$ cat config.mk
export PLATFORM = sky130hd
export DESIGN_NAME = ysyx_23060184_wb_arb
export DESIGN_NICKNAME = d
export VERILOG_FILES = /design/src/rtl/ysyx_23060184_wb_arb.sv
export SDC_FILE = /design/constraint.sdc
export NUM_CORES = 1
export LEC_CHECK = 0
export ABC_AREA = 1
export ABC_CLOCK_PERIOD_IN_PS = 3750
export CAP_MARGIN = 20
export CORE_ASPECT_RATIO = 1.4
export CORE_UTILIZATION = 45
export DETAILED_ROUTE_END_ITERATION = 8
export GPL_ROUTABILITY_DRIVEN = 1
export GPL_TIMING_DRIVEN = 1
export PLACE_DENSITY = 0.79
export SLEW_MARGIN = 10
export SYNTH_ARGS = -nofsm -noshare
export SYNTH_HDL_FRONTEND = slang
export SYNTH_SLANG_ARGS = --single-unit
$ cat constraint.sdc
create_clock -name clk -period 3.75 [get_ports clk]
set_input_delay 0.375 -clock clk [delete_from_list [all_inputs] [get_ports clk]]
set_output_delay 0.375 -clock clk [all_outputs]
set_load 0.05 [all_outputs]
$ cat src/rtl/ysyx_23060184_wb_arb.sv
// Writeback arbiter: round-robin over EXU/LSU writes plus RAW scoreboard.
// Optional WBARB_BYPASS_EN: hide busy for the register being written this cycle.
module ysyx_23060184_wb_arb #(
  parameter int ADDR_WIDTH = 5,
  parameter int DATA_WIDTH = 32
) (
  input  logic                  clk,
  input  logic                  rstn,
  input  logic                  req0_valid,
  output logic                  req0_ready,
  input  logic [ADDR_WIDTH-1:0] req0_addr,
  input  logic [DATA_WIDTH-1:0] req0_data,
  input  logic                  req1_valid,
  output logic                  req1_ready,
  input  logic [ADDR_WIDTH-1:0] req1_addr,
  input  logic [DATA_WIDTH-1:0] req1_data,
  input  logic                  mark_valid,
  input  logic [ADDR_WIDTH-1:0] mark_addr,
  output logic                  rf_wen,
  output logic [ADDR_WIDTH-1:0] rf_waddr,
  output logic [DATA_WIDTH-1:0] rf_wdata,
  output logic                  commit_valid,
  input  logic [ADDR_WIDTH-1:0] qry_addr1,
  input  logic [ADDR_WIDTH-1:0] qry_addr2,
  output logic                  busy1,
  output logic                  busy2
);

  localparam int DEPTH = 2 ** ADDR_WIDTH;

  // last = 1 means channel 1 won most recently
  logic                  last;
  logic                  gnt0;
  logic                  gnt1;
  logic                  acc;
  logic                  acc_wr;
  logic [ADDR_WIDTH-1:0] acc_addr;
  logic [DATA_WIDTH-1:0] acc_data;
  logic [DEPTH-1:0]      busy;
  logic [DEPTH-1:0]      busy_nxt;

  always_comb begin
    gnt0 = 1'b0;
    gnt1 = 1'b0;
    if (req0_valid && req1_valid) begin
      gnt0 = last;
      gnt1 = ~last;
    end else begin
      gnt0 = req0_valid;
      gnt1 = req1_valid;
    end
  end

  assign req0_ready = rstn & gnt0;
  assign req1_ready = rstn & gnt1;
  assign acc        = req0_ready | req1_ready;
  assign acc_addr   = req1_ready ? req1_addr : req0_addr;
  assign acc_data   = req1_ready ? req1_data : req0_data;
  assign acc_wr     = acc && (acc_addr != '0);

  always_ff @(posedge clk) begin
    if (!rstn) begin
      last     <= 1'b1;
      rf_wen   <= 1'b0;
      rf_waddr <= '0;
      rf_wdata <= '0;
    end else begin
      if (acc) last <= req1_ready;
      rf_wen <= acc_wr;
      if (acc_wr) begin
        rf_waddr <= acc_addr;
        rf_wdata <= acc_data;
      end
    end
  end

  assign commit_valid = rf_wen;

  // A new mark beats a same-edge clear: its producer is still outstanding
  always_comb begin
    busy_nxt = busy;
    if (rf_wen) busy_nxt[rf_waddr] = 1'b0;
    if (mark_valid && (mark_addr != '0)) busy_nxt[mark_addr] = 1'b1;
    busy_nxt[0] = 1'b0;
  end

  always_ff @(posedge clk) begin
    if (!rstn) busy <= '0;
    else       busy <= busy_nxt;
  end

`ifdef WBARB_BYPASS_EN
  logic byp1;
  logic byp2;

  assign byp1 = rf_wen && (rf_waddr == qry_addr1)
             && !(mark_valid && (mark_addr == qry_addr1));
  assign byp2 = rf_wen && (rf_waddr == qry_addr2)
             && !(mark_valid && (mark_addr == qry_addr2));
  assign busy1 = busy[qry_addr1] & ~byp1;
  assign busy2 = busy[qry_addr2] & ~byp2;
`else
  assign busy1 = busy[qry_addr1];
  assign busy2 = busy[qry_addr2];
`endif

endmodule

==> results.md <==
- Crit Path Category: input port to output port
- Layout area overhead: 41.8%
- Critical path peak fanout: 17
- Simple-Gate Fraction of Synth Area: between 40% and 50%
- Setup TNS: 0 ns
- Root Driver: clkbuf_16
- FMAX: 0.321 GHz
- Post-Syn Area: 4090 sq um
- Post-CTS setup buffer count: 0
- Largest family of logic cells by synthesized area: simple AND/OR/NAND/NOR gates
- Crit path time final: between 3 and 4 ns
- Die Y: 115 um
- Pin count of the biggest net entering global routing: 40
- CTS tree: yes
- Skew-Pair Late Insertion Delay: roughly 0.32 ns
- Share of layout cells above drive strength 1: under 10%
- RR Endpoint: rf_wdata[31]
- Final WL: 12800 um
- Endpoint class of the critical path: output port
- Critical Path Most Common Cell: nand2_1
- Clock sink count: 70
- Vias: 4790
- Hold path depth: 2
- Vias in the first global route: between 4k and 5k
- Row count: 40
- H-tree levels: 3
- Synth Area in XOR/XNOR: 0%
- Post-cts resize count: 0
- Slew Viols, Final: 0
- Wirelength per Cell: 14.1 um
- Crit path buf inv count: 3
- Placer Congestion: 0.973
- # setup viols final: 0
- Ys Warns: 0
- Status: finished, final reports clean
- Cells along the critical path: clkdlybuf4s50_1, clkinv_1, a21oi_1, o21ai_0, nand3_1, nand3_1, nand2_1, nand2_1, nand2_1, clkdlybuf4s50_1
- VDD IR max: 254 uV
- Register area share after synthesis: 34.3%
- Diode count: 0
- P_leak: ~0.0026 uW
- Portion of netlist area occupied by mux cells: 0%
- WP data required: 3.38 ns
- Distinct cell type count of the synthesized netlist: 24
- PortBufs: 136
- Non-Filler Instances: between 900 and 1k
- Synthesized instance count: ~670
- HP Class: register to register
- Final Cycle Share: 83.1%
- Clock Tree Buf Depth: 2
- FILL cells: 791
- Final ANT Viol Nets: 0
- WHS Endpoint: rf_wdata[13]
- Die area: 9470 sq um
- Syn nets: around 770
- DR DRC count: 0
- Unrepaired setup endpoints after global routing: no
- CP max-delay cell: clkdlybuf4s50_1
- Post-layout nets: 891
- Synth Area in Compound Gates: 14.1%
- Worst r2r path cells: 10
- Cts hold-fix bufs: 0
- Hold Slack: between 0.4 and 0.5 ns
- Pwr Density: 396 nW/um^2
- Worst slew margin: 24.7%
- Die width: between 80 and 90 um
- R2r setup slk: around 1.4 ns
- Adder-cell area share of the yosys netlist: 0%
- Hold Crit Start: rf_wdata[13]
- Gr usage total: between 20% and 30%
- Mapped Avg Cell Area: 6.08 sq um
- CP top delay family: buffers and inverters
- Antenna violations before repair: 0
- Critical path launch point type: input port
- Critical path arrival: around 2.7 ns
- Clock slew at the register clock pins of the worst setup and hold paths: 0.05 ns
- Via density: 5.28
- Worst clock skew: 0.00252 ns
- Largest stage delay, worst path: 0.79 ns
- Drt first pass iters: 5
- FF-to-FF Start: last
- Synth Register Bits: 70
- Final Hold Viols: 0
- Total grt overflow: 0
- # Max-Cap Violations: 0
- Post-DP HPWL: 9530 um
- Core box area: approximately 8700 sq um
- First-pass GRT wire length: 20800 um
- Initial DRC count: between 300 and 400
- Inst Count DP: 889
- Initial Util: 46.9%
- CTS Buf Count: 9
- Io pins: about 140
- Worst-Margin Slew: between 1 and 1.5 ns
-- cell usage in the layout (no fill, tap or decap), drive strengths merged --
master	n
nand3	70
inv	69
nor3	12
a21oi	47
dfxtp	70
a211oi	1
clkbuf	12
nand2	231
nand3b	1
o21ai	46
bufinv	1
o31ai	6
buf	10
clkinv	5
nor2	81
clkdlybuf4s50	134
o21bai	1
o211ai	5
-- stage by stage --
step | area (sq um) | setup slack, ns | power, uW | util, %
floorplan | 4090 | 1.77 | 1210 | -
global placement | 5480 | 0.724 | 1450 | 63.0
detailed placement | 5480 | 0.672 | 1460 | 63.0
CTS | 5790 | 0.653 | 2300 | 66.4
global route | 5800 | 0.481 | 2400 | 66.6
finish | 5800 | 0.634 | 2290 | 66.6
-- cells in the mapped netlist, drive strengths merged --
master / number / share of area [%]
inv: 69 / 6.4
buf: 8 / 2.0
nand3b: 1 / 0.18
a21oi: 47 / 5.8
nor2: 81 / 9.3
clkbuf: 22 / 2.0
o21ai: 46 / 5.6
nor3: 12 / 1.5
a211oi: 1 / 0.18
nand3: 70 / 8.7
o31ai: 6 / 1.1
nand2: 231 / 21
dfxtp: 70 / 34
o211ai: 5 / 0.92
clkinv: 2 / 0.18
o21bai: 1 / 0.46
-- worst register-to-register path, cell delays in order (launching register included) --
cell	delay, ns
dfxtp_1	0.37
nand2_1	0.13
nand2_2	0.52
nand2_1	0.11
o21ai_1	0.16
nand2_1	0.16
inv_1	0.09
nand2_2	0.36
nand3_1	0.20
nand2_1	0.07
nor2_1	0.13
-- flip-flops by register name, summed over array words and instances (netlist names) --
name and count:
rf_waddr 5, last 1, commit_valid 1, busy 31, rf_wdata 32
-- final cells by class --
cell class | instances | area [sq um] | share of cell area [%]
sequential | 70 | 1400 | 24.2
timing repair buffer | 144 | 1440 | 24.8
tap | 105 | 131 | 2.27
inverter | 71 | 269 | 4.64
multi-input combinational | 501 | 2260 | 38.9
clock inverter | 4 | 45.0 | 0.777
clock buffer | 12 | 256 | 4.43
-- metal layers --
metal  track usage, %  up-vias  part of all wire, %
li1                 -     2381                    -
met1             31.2     2119                   38
met2             49.3      240                   49
met3             8.33       50                  8.1
met4             14.3        0                  4.2
met5                0        -                    0
-- power by group --
part           total (uW)  switching (uW)  internal (uW)  leakage [uW]
clock network         846             299            547      0.000152
logic                 619             375            245       0.00185
registers             828            39.2            789      0.000574
-- cells by family (layout without fill, tap and decap cells) --
logic type             Yosys count  after routing
AND/OR/NAND/NOR                395            395
AO/OA/AOI/OAI                  106            106
buffers and inverters          101            231
flip-flops                      70             70
-- worst max path at each step --
stage	from	slack (ns)	depth (start not counted)	end
final	qry_addr2[0]	0.63	10	busy2
after global routing	qry_addr2[0]	0.48	10	busy2
after CTS	qry_addr2[0]	0.65	10	busy2
after detailed placement	qry_addr2[0]	0.67	10	busy2
after global placement	qry_addr2[0]	0.72	10	busy2
after floorplan	req0_valid	1.77	2	req0_ready
Note: power is estimated with default switching activity, not from simulation.
==> RTL change, RTL diff (config.mk and constraints unchanged) <==
Build with the macro `WBARB_BYPASS_EN` defined.
--- a/src/rtl/ysyx_23060184_wb_arb.sv
+++ b/src/rtl/ysyx_23060184_wb_arb.sv
@@ -1,4 +1,6 @@
 // Writeback arbiter: round-robin over EXU/LSU writes plus RAW scoreboard.
 // Optional WBARB_BYPASS_EN: hide busy for the register being written this cycle.
+`define WBARB_BYPASS_EN
+
 module ysyx_23060184_wb_arb #(
   parameter int ADDR_WIDTH = 5,
Function: changed (Yosys sat finds a counterexample within 4 cycles, from zero or initial values and one cycle with rstn low).
==> RTL change against the original RTL <==
- the run now ends with design-rule violations left
- total power grew 4.5%
- critical path depth stayed put
- clock skew grew 4.0 ps
- die area up 4.0%
- maximum frequency down 2.8%
- first-iteration DRC count down 35%
- synthesized cell count increased by 7.6%
- cell area grew 3.8%
- via count grew 6.8%
- wire length grew 14%
- area after synthesis grew 4.1%
- sequential cell count unchanged
- worst setup slack lost 91 ps
- critical path type unchanged
- critical endpoint unchanged
- largest power group unchanged
==> RTL change: results (changes against the original RTL) <==
* Number of post-CTS setup repair buffers at 0 (unchanged)
* Clk Tree Root Cell: clkbuf_16
* GRT Total Usage at 30.00% (+1.5 points)
* Crit Path Max Fanout at 11 (-6)
* Relative slew slack at 56.83% (+32 points)
* Clk_skew at 6.519 ps (+4.003 ps)
* Post-synth top cells: nand2_1, nor2_1, inv_1
* Lkg Pwr at 0.002741 uW (+6.3%)
* Synth Instances at 723 (+7.6%)
* Post-Place Worst Slack at 576.5 ps (-95.04 ps)
* Number of global-route vias before repair at 4,817 (+4.5%)
* Gpl congestion at 1.025 (+5.4%)
* P_sw at 750.3 uW (+5.3%)
* VDD IR-drop max at 0.2803 mV (+10%)
* Post-DP Area at 5698 um^2 (+3.9%)
* H-tree level count at 3 (unchanged)
* Drc violations at 15 (+15)
* Violated checks: design-rule violations
* Area contributors post-synth: dfxtp_1, nand2_1, nand3_1
* Num CTS Buffers at 9 (unchanged)
* Pre-antenna DRT Iters at 7 (+2)
* Detailed router's first-iteration violation count at 239 (-35%)
* Warnings from Yosys at 0 (unchanged)
* Status: complete, but fails checks
* Global-route wire length before repair at 22.80 mm (+9.5%)
* Wire length per cell at 15.22 um (+8.2%)
* Fillers at 845 (+6.8%)
* Detail Placement HPWL at 11.28 mm (+18%)
* Hold Path Class: reg2reg
* Crit path largest cell delay at 810 ps (+20 ps)
* Worst endpoint data arrival time at 2830 ps (+90 ps)
* Post-synth cell types at 28 (+17%)
* Max clock buf depth at 2 (unchanged)
* CP max stage cell: clkdlybuf4s50_1
* Total grt overflow at 0 (unchanged)
* Net Count, Synth at 817 (+6.7%)
* Vias/cell at 5.338 (+1.1%)
* Seq/Total Area, Yosys at 32.94% (-1.3 points)
* Via count at 5,114 (+6.8%)
* Clock network power at 897 uW (+6.0%)
* Combinational group power at 669 uW (+8.1%)
* Share of layout cells above drive strength 1 at 4.465% (-3.5 points)
* Final #Nets at 940 (+5.5%)
## RTL change: cell types whose count changed in the layout (fill, tap and decap cells not counted), sizes merged, moves of 4 or more
cell    change
nand3       +7
o31ai       -6
o211ai     +12
xor2        +4
nor2        +4
inv        +12
o22ai       +7
nand2       -6
buf         +7
## RTL change: kinds of logic (layout without fill, tap and decap cells)
logic type / count (synthesis) / count (layout) / share of synthesized area [%]
and+or+nand+nor: 406 / 406 / 38.97
AOI/OAI and AO/OA: 122 / 122 / 15.91
buffers and inverters: 121 / 249 / 11.35
DFF: 70 / 70 / 32.94
xor gates and xnor gates: 4 / 4 / 0.8234
## RTL change: layout make-up
cell class              instances  area share, %
clock inverters                 4          1.165
clock buffers                  12          4.098
well taps                     107          2.226
repair buffers                151          24.63
flip-flops and latches         70          23.30
inverters                      82          5.118
multi-input cells             532          39.46
## RTL change: metal layers
| layer | wire length (um) | GRT usage, % | vias up | part of all wire [%] |
|---|---|---|---|---|
| met3 | 1136 | 8.135 | 51 | 7.8 |
| met5 | 0 | 0 | - | 0 |
| li1 | - | - | 2561 | - |
| met4 | 855 | 19.54 | 0 | 5.9 |
| met1 | 5207 | 28.00 | 2245 | 36 |
| met2 | 7381 | 57.76 | 257 | 51 |
## RTL change: metrics by stage
stage | total power, uW | util (%)
final | 2397 | 66.24
after global routing | 2500 | 66.24
after CTS | 2405 | 66.24
after detailed placement | 1508 | 62.75
after global placement | 1502 | 62.75
after floorplan | 1240 | -
## RTL change: final timing paths
check          startpoint     endpoint  slack [ps]  cells after the start
max          qry_addr2[1]        busy2         540                     10
min               busy[5]      busy[5]         470                      2
max reg2reg          last  rf_wdata[1]        1530                     11
min reg2reg       busy[5]      busy[5]         470                      2
